## src/rtl/bp_pkg.sv

```systemverilog
// Shared types and width helpers for the branch predictor (table entry, 2-bit counter).
package bp_pkg;

    // Upper bound on XLEN; entry fields are sized to this and zero-extended.
    localparam int BP_MAX_XLEN = 64;

    typedef enum logic [1:0] {
        BP_SNT = 2'd0,
        BP_WNT = 2'd1,
        BP_WT  = 2'd2,
        BP_ST  = 2'd3
    } bp_ctr_e;

    typedef struct packed {
        logic                   valid;
        logic [BP_MAX_XLEN-1:0] tag;
        logic [BP_MAX_XLEN-1:0] target;
        logic                   jump;
        bp_ctr_e                ctr;
    } bp_entry_t;

    function automatic int bp_idx_w(input int entries);
        return $clog2(entries);
    endfunction

    function automatic int bp_tag_w(input int xlen, input int entries);
        return xlen - bp_idx_w(entries) - 2;
    endfunction

endpackage

```

## src/rtl/bp_sat_counter.sv

```systemverilog
// Saturating 2-bit branch counter: steps toward ST on taken, toward SNT otherwise.
module bp_sat_counter
    import bp_pkg::*;
(
    input  bp_ctr_e state_i,
    input  logic    taken_i,
    output bp_ctr_e next_o
);

    always_comb begin
        next_o = state_i;
        if (taken_i) begin
            if (state_i != BP_ST) begin
                next_o = bp_ctr_e'(state_i + 2'd1);
            end
        end else begin
            if (state_i != BP_SNT) begin
                next_o = bp_ctr_e'(state_i - 2'd1);
            end
        end
    end

endmodule

```

## src/rtl/branch_predictor.sv

```systemverilog
// Direct-mapped BTB + 2-bit counter branch predictor with execute-stage resolution.
// Optional statistics counters are enabled by defining BP_STATS_EN.
module branch_predictor
    import bp_pkg::*;
#(
    parameter int XLEN    = 32,
    parameter int ENTRIES = 16
) (
    input  logic            clk,
    input  logic            reset,
    input  logic [XLEN-1:0] pc_f,
    output logic            pred_taken_f,
    output logic [XLEN-1:0] pred_target_f,
    input  logic            update_valid_e,
    input  logic [XLEN-1:0] pc_e,
    input  logic            is_branch_e,
    input  logic            is_jump_e,
    input  logic            taken_e,
    input  logic [XLEN-1:0] target_e,
    input  logic            pred_taken_e,
    input  logic [XLEN-1:0] pred_target_e,
    output logic            mispredict_e,
    output logic [XLEN-1:0] redirect_pc_e
`ifdef BP_STATS_EN
    ,
    output logic [31:0]     stat_branches,
    output logic [31:0]     stat_mispredicts
`endif
);

    localparam int IDX_W = bp_idx_w(ENTRIES);
    localparam int TAG_W = bp_tag_w(XLEN, ENTRIES);

    logic [IDX_W-1:0]       idx_f;
    logic [IDX_W-1:0]       idx_e;
    logic [BP_MAX_XLEN-1:0] tag_f;
    logic [BP_MAX_XLEN-1:0] tag_e;
    logic [BP_MAX_XLEN-1:0] target_ext_e;
    bp_entry_t              table_rd [ENTRIES];
    bp_entry_t              rd_f;
    bp_entry_t              rd_e;
    bp_entry_t              entry_d;
    logic                   hit_f;
    logic                   hit_e;
    logic                   ctrl_e;
    logic                   wr_en_e;
    bp_ctr_e                ctr_next_e;

    assign idx_f        = pc_f[IDX_W+1:2];
    assign idx_e        = pc_e[IDX_W+1:2];
    assign tag_f        = BP_MAX_XLEN'(pc_f[IDX_W+2 +: TAG_W]);
    assign tag_e        = BP_MAX_XLEN'(pc_e[IDX_W+2 +: TAG_W]);
    assign target_ext_e = BP_MAX_XLEN'(target_e);

    // Lookup reads the registered table, so a same-cycle update is seen next cycle.
    assign rd_f          = table_rd[idx_f];
    assign hit_f         = rd_f.valid && (rd_f.tag == tag_f);
    assign pred_taken_f  = hit_f && (rd_f.jump || (rd_f.ctr >= BP_WT));
    assign pred_target_f = pred_taken_f ? rd_f.target[XLEN-1:0] : pc_f + XLEN'(4);

    assign rd_e   = table_rd[idx_e];
    assign hit_e  = rd_e.valid && (rd_e.tag == tag_e);
    assign ctrl_e = is_branch_e | is_jump_e;

    bp_sat_counter u_sat_counter (
        .state_i (rd_e.ctr),
        .taken_i (taken_e),
        .next_o  (ctr_next_e)
    );

    always_comb begin
        entry_d = rd_e;
        wr_en_e = 1'b0;
        if (update_valid_e) begin
            if (ctrl_e) begin
                if (hit_e) begin
                    wr_en_e       = 1'b1;
                    entry_d.ctr   = ctr_next_e;
                    entry_d.jump  = is_jump_e;
                    if (taken_e) begin
                        entry_d.target = target_ext_e;
                    end
                end else if (taken_e) begin
                    wr_en_e        = 1'b1;
                    entry_d.valid  = 1'b1;
                    entry_d.tag    = tag_e;
                    entry_d.target = target_ext_e;
                    entry_d.jump   = is_jump_e;
                    entry_d.ctr    = BP_WT;
                end
            end else if (hit_e) begin
                // A non-control instruction aliasing an entry means the entry is stale.
                wr_en_e       = 1'b1;
                entry_d.valid = 1'b0;
            end
        end
    end

    genvar gi;
    generate
        for (gi = 0; gi < ENTRIES; gi++) begin : g_entry
            bp_entry_t entry_q;

            always_ff @(posedge clk) begin
                if (reset) begin
                    entry_q.valid  <= 1'b0;
                    entry_q.tag    <= '0;
                    entry_q.target <= '0;
                    entry_q.jump   <= 1'b0;
                    entry_q.ctr    <= BP_WNT;
                end else if (wr_en_e && (idx_e == IDX_W'(gi))) begin
                    entry_q <= entry_d;
                end
            end

            assign table_rd[gi] = entry_q;

            if (XLEN < BP_MAX_XLEN) begin : g_pad
                logic unused_target_hi;
                assign unused_target_hi = ^entry_q.target[BP_MAX_XLEN-1:XLEN];
            end
        end
    endgenerate

    assign mispredict_e  = update_valid_e &
                           ((taken_e != pred_taken_e) | (taken_e & (target_e != pred_target_e)));
    assign redirect_pc_e = taken_e ? target_e : pc_e + XLEN'(4);

`ifdef BP_STATS_EN
    logic [31:0] stat_branches_q;
    logic [31:0] stat_mispredicts_q;

    always_ff @(posedge clk) begin
        if (reset) begin
            stat_branches_q    <= '0;
            stat_mispredicts_q <= '0;
        end else begin
            if (update_valid_e && ctrl_e) begin
                stat_branches_q <= stat_branches_q + 32'd1;
            end
            if (mispredict_e) begin
                stat_mispredicts_q <= stat_mispredicts_q + 32'd1;
            end
        end
    end

    assign stat_branches    = stat_branches_q;
    assign stat_mispredicts = stat_mispredicts_q;
`else
    // Statistics hardware is not built; prediction logic is unchanged.
`endif

endmodule

```

## config.mk

```make
export PLATFORM = sky130hd
export DESIGN_NAME = branch_predictor
export DESIGN_NICKNAME = d
export VERILOG_FILES = /design/src/rtl/bp_pkg.sv /design/src/rtl/bp_sat_counter.sv /design/src/rtl/branch_predictor.sv
export SDC_FILE = /design/constraint.sdc
export NUM_CORES = 2
export LEC_CHECK = 0
export ABC_AREA = 1
export CORE_MARGIN = 2
export CORE_UTILIZATION = 45
export DETAILED_ROUTE_END_ITERATION = 10
export HOLD_SLACK_MARGIN = 0.03
export PLACE_DENSITY_LB_ADDON = 0.25
export SLEW_MARGIN = 20
export SYNTH_ARGS = -nofsm -noshare
export SYNTH_HDL_FRONTEND = slang
export SYNTH_SLANG_ARGS = --single-unit
```

## constraint.sdc

```tcl
create_clock -name clk -period 4.4 [get_ports clk]
set_input_delay 0.88 -clock clk [delete_from_list [all_inputs] [get_ports clk]]
set_output_delay 0.88 -clock clk [all_outputs]
set_load 0.02 [all_outputs]
```

==> impl_metrics.sql <==
INSERT INTO impl_metrics (metric_group, metric, value, unit) VALUES
('critical_path', 'worst_path_largest_cell_delay', '440', 'ps'),
('power_and_ir_drop', 'power_per_cell_area', '346', 'nW/µm²'),
('critical_path', 'critical_path_required', '3520', 'ps'),
('finish', 'mostFrequentLayoutCell', 'nand2_1', ''),
('yosys', 'count_of_synthesis_stage_warnings_from_yosys', '0', ''),
('routing', 'initialDrtViolationCount', '12000', ''),
('finish', 'final_cell_mix', 'nand2_1 (3122), nor2_1 (2443), dfxtp_1 (1599)', ''),
('critical_path', 'worstPathMaxFanout', '54', ''),
('global_routing', 'antenna_found_initial', '18', ''),
('finish', 'share_of_the_core_filled_with_cells', '55.5', '%'),
('timing', 'report.final.setup_viol', '32', ''),
('finish', 'number_of_flip_flops_in_the_largest_register', '1600', ''),
('yosys', 'postSynthRegisterBits', '1600', ''),
('die', 'initial_core_util', '45.2', '%'),
('clock_network', 'cts_made_buffers', '181', ''),
('critical_path', 'critical_path.top_delay_family', 'buffers and inverters', ''),
('power_and_ir_drop', 'p_int', '25.8', 'mW'),
('die', 'die_w', '438', 'µm'),
('clock_network', 'worstSkewPairLatency', '860', 'ps'),
('critical_path', 'crit_chain', 'buf_16 -> buf_12 -> buf_4 -> buf_4 -> buf_4 -> buf_16 -> a21oi_1 -> o21ai_0 -> a221oi_1 -> nor3_4 -> nand3_2 -> nand2_2 -> clkinvlp_4 -> buf_6', ''),
('clock_network', 'clock_path_buffers', '3', ''),
('power_and_ir_drop', 'share_of_power_burned_in_combinational_logic', '15.0', '%'),
('placement', 'post-place-cells', '16100', ''),
('yosys', 'number_of_synthesized_flops_with_an_enable_pin', '0', ''),
('power_and_ir_drop', 'netSwitchingPower', '10.2', 'mW'),
('timing', 'clock-skew-final', '32.3', 'ps'),
('yosys', 'seq_area_frac_synth', '37.8', '%'),
('yosys', 'postSynthNetCount', '13700', ''),
('routing', 'dr_total_vias', '94800', ''),
('critical_path', 'cp_data_arrival_time', '3900', 'ps'),
('timing', 'post-route-period-util', '109', '%'),
('timing', 'rsz_0062_raised_after_global_routing', 'true', ''),
('timing', 'maxSlewHeadroom', '21.3', '%'),
('global_routing', 'maximum_number_of_pins_on_one_net_before_global_route_repair', '236', ''),
('yosys', 'synth_cells', '13500', ''),
('global_routing', 'grt_pass1_vias', '87300', ''),
('job', 'number_of_maximum_capacitance_constraint_violations', '0', ''),
('die', 'die_y', '438', 'µm'),
('global_routing', 'global_route_wire_length_before_repair', '555000', 'µm'),
('yosys', 'asyncSetResetFlopFracSynth', '0', '%'),
('die', 'floorplan.die_area', '192000', 'µm²'),
('power_and_ir_drop', 'max_ir_drop_vdd', '0.412', 'mV'),
('clock_network', 'clk_pin_slew', '60', 'ps'),
('die', 'fp.coreArea', '188000', 'µm²'),
('routing', 'drc_markers', '0', ''),
('timing', 'report.final.hold_viol_count', '0', ''),
('yosys', 'netlist-cell-type-count', '52', ''),
('clock_network', 'cts_tree', 'done', ''),
('power_and_ir_drop', 'cellLeakagePower', '47.8', 'nW'),
('status', 'failed_checks', 'negative setup slack', ''),
('placement', 'port_buffers', '200', ''),
('routing', 'final_antenna_net_count', '0', ''),
('global_routing', 'globalRouteOverflowTotal', '0', ''),
('routing', 'drt_first_pass_iters', '9', ''),
('timing', 'timing_max_transition_violations_final', '0', ''),
('finish', 'syn2layout_area_growth', '22.7', '%'),
('timing', 'fmaxAchievable', '0.209', 'GHz'),
('routing', 'detail_route.vias_per_cell', '5.73', ''),
('power_and_ir_drop', 'sw_frac_of_total', '28.3', '%'),
('finish', 'final_layout_size_suffix_gt1_share', '12.0', '%'),
('die', 'core.rowCount', '159', ''),
('critical_path', 'critical_path.slowest_cell', 'nor3_4', ''),
('status', 'outcome', 'finished, violations left', ''),
('power_and_ir_drop', 'power_frac_seq', '40.6', '%'),
('critical_path', 'category_of_the_critical_setup_timing_path', 'in -> out', ''),
('timing', 'layout_setup_ws', '-376', 'ps'),
('critical_path', 'endpoint_kind', 'primary output', ''),
('clock_network', 'clkSinkCount', '1600', ''),
('clock_network', 'cts-root-buf', 'clkbuf_16', ''),
('power_and_ir_drop', 'power.clock.fraction', '44.4', '%'),
('timing', 'actual_transition_at_the_worst_max_transition_pin', '1180', 'ps');
-- per-layer routing --
layer  GRT usage [%]  wire, µm
met1            46.0    142000
met2            57.5    162000
met3            8.42     39400
met4            31.5     36200
met5               0        23
-- cells by family (layout without fill, tap and decap cells) --
logic type	Yosys count	after routing	synth area share (%)
simple gates	6867	6867	32.5
buf+inv	2443	2947	11.7
other cells	0	16	0
compound gates	2570	2570	17.4
xor+xnor	61	61	0.630
fa+ha+maj	5	5	0.0738
flops	1600	1600	37.8
-- cell usage after synthesis (88+ instances only) --
master,count,area (µm²)
a21oi_1,649,3250
a221oi_1,113,990
nand4_1,88,551
o21ai_1,103,515
nand3_1,447,2240
buf_2,349,1750
nor2_1,2467,9260
o21ai_0,1204,6030
nor3_1,579,2900
o211ai_1,168,1260
inv_1,1374,5160
clkbuf_1,567,2130
nand2_1,3199,12000
dfxtp_1,1600,32000
-- worst reg2reg max path: cells and delay by family (launching register included) --
kind | cells | cell delay (ps)
AOI/OAI and AO/OA | 1 | 110
and+or+nand+nor | 14 | 1870
buffers and inverters | 6 | 1010
DFF | 1 | 310
-- final cells by class --
class | instances | area, µm²
Timing Repair Buffer | 1222 | 12800
Sequential cell | 1600 | 32000
Clock inverter | 64 | 915
Antenna cell | 16 | 40.0
Inverter | 1394 | 5310
Clock buffer | 267 | 5340
Multi-Input combinational cell | 9503 | 44500
Tap cell | 2495 | 3120
Fill cell | 18100 | 83500
-- stage by stage --
| stage | power [mW] | setup TNS (ps) | instance area, µm² | setup slack [ps] |
|---|---|---|---|---|
| floorplan | 17.5 | -830 | 84800 | -83.0 |
| global placement | 19.8 | -699910 | 94800 | -969 |
| detailed placement | 19.9 | -595680 | 94800 | -952 |
| CTS | 35.8 | -4220 | 103000 | -194 |
| global route | 37.0 | -9180 | 104000 | -413 |
| finish | 36.0 | -7020 | 104000 | -376 |
-- what timing repair did --
action / CTS / global route
pin swaps: 60 / 89
setup buffers: 69 / 32
resized for setup: 427 / 181
setup endpoints to repair: 53 / 49
cloned: 3 / 6
-- worst paths after layout --
kind,depth (start not counted),from,slack (ps),to
min reg2reg,2,g_entry[4].entry_q[124],450,g_entry[4].entry_q[124]
min,2,reset,410,g_entry[3].entry_q[93]
max,14,pc_f[2],-380,pred_target_f[26]
max reg2reg,21,g_entry[7].entry_q[96],930,g_entry[4].entry_q[97]
-- power groups by stage --
stage,logic [mW],clock network [mW],registers (mW)
after floorplan,2.58,0,14.9
after global placement,4.90,0,14.9
after detailed placement,4.93,0,15.0
after CTS,5.09,16.1,14.6
after global routing,5.66,16.7,14.6
final,5.39,16.0,14.6
No activity file was read; power rests on OpenSTA's default activity.
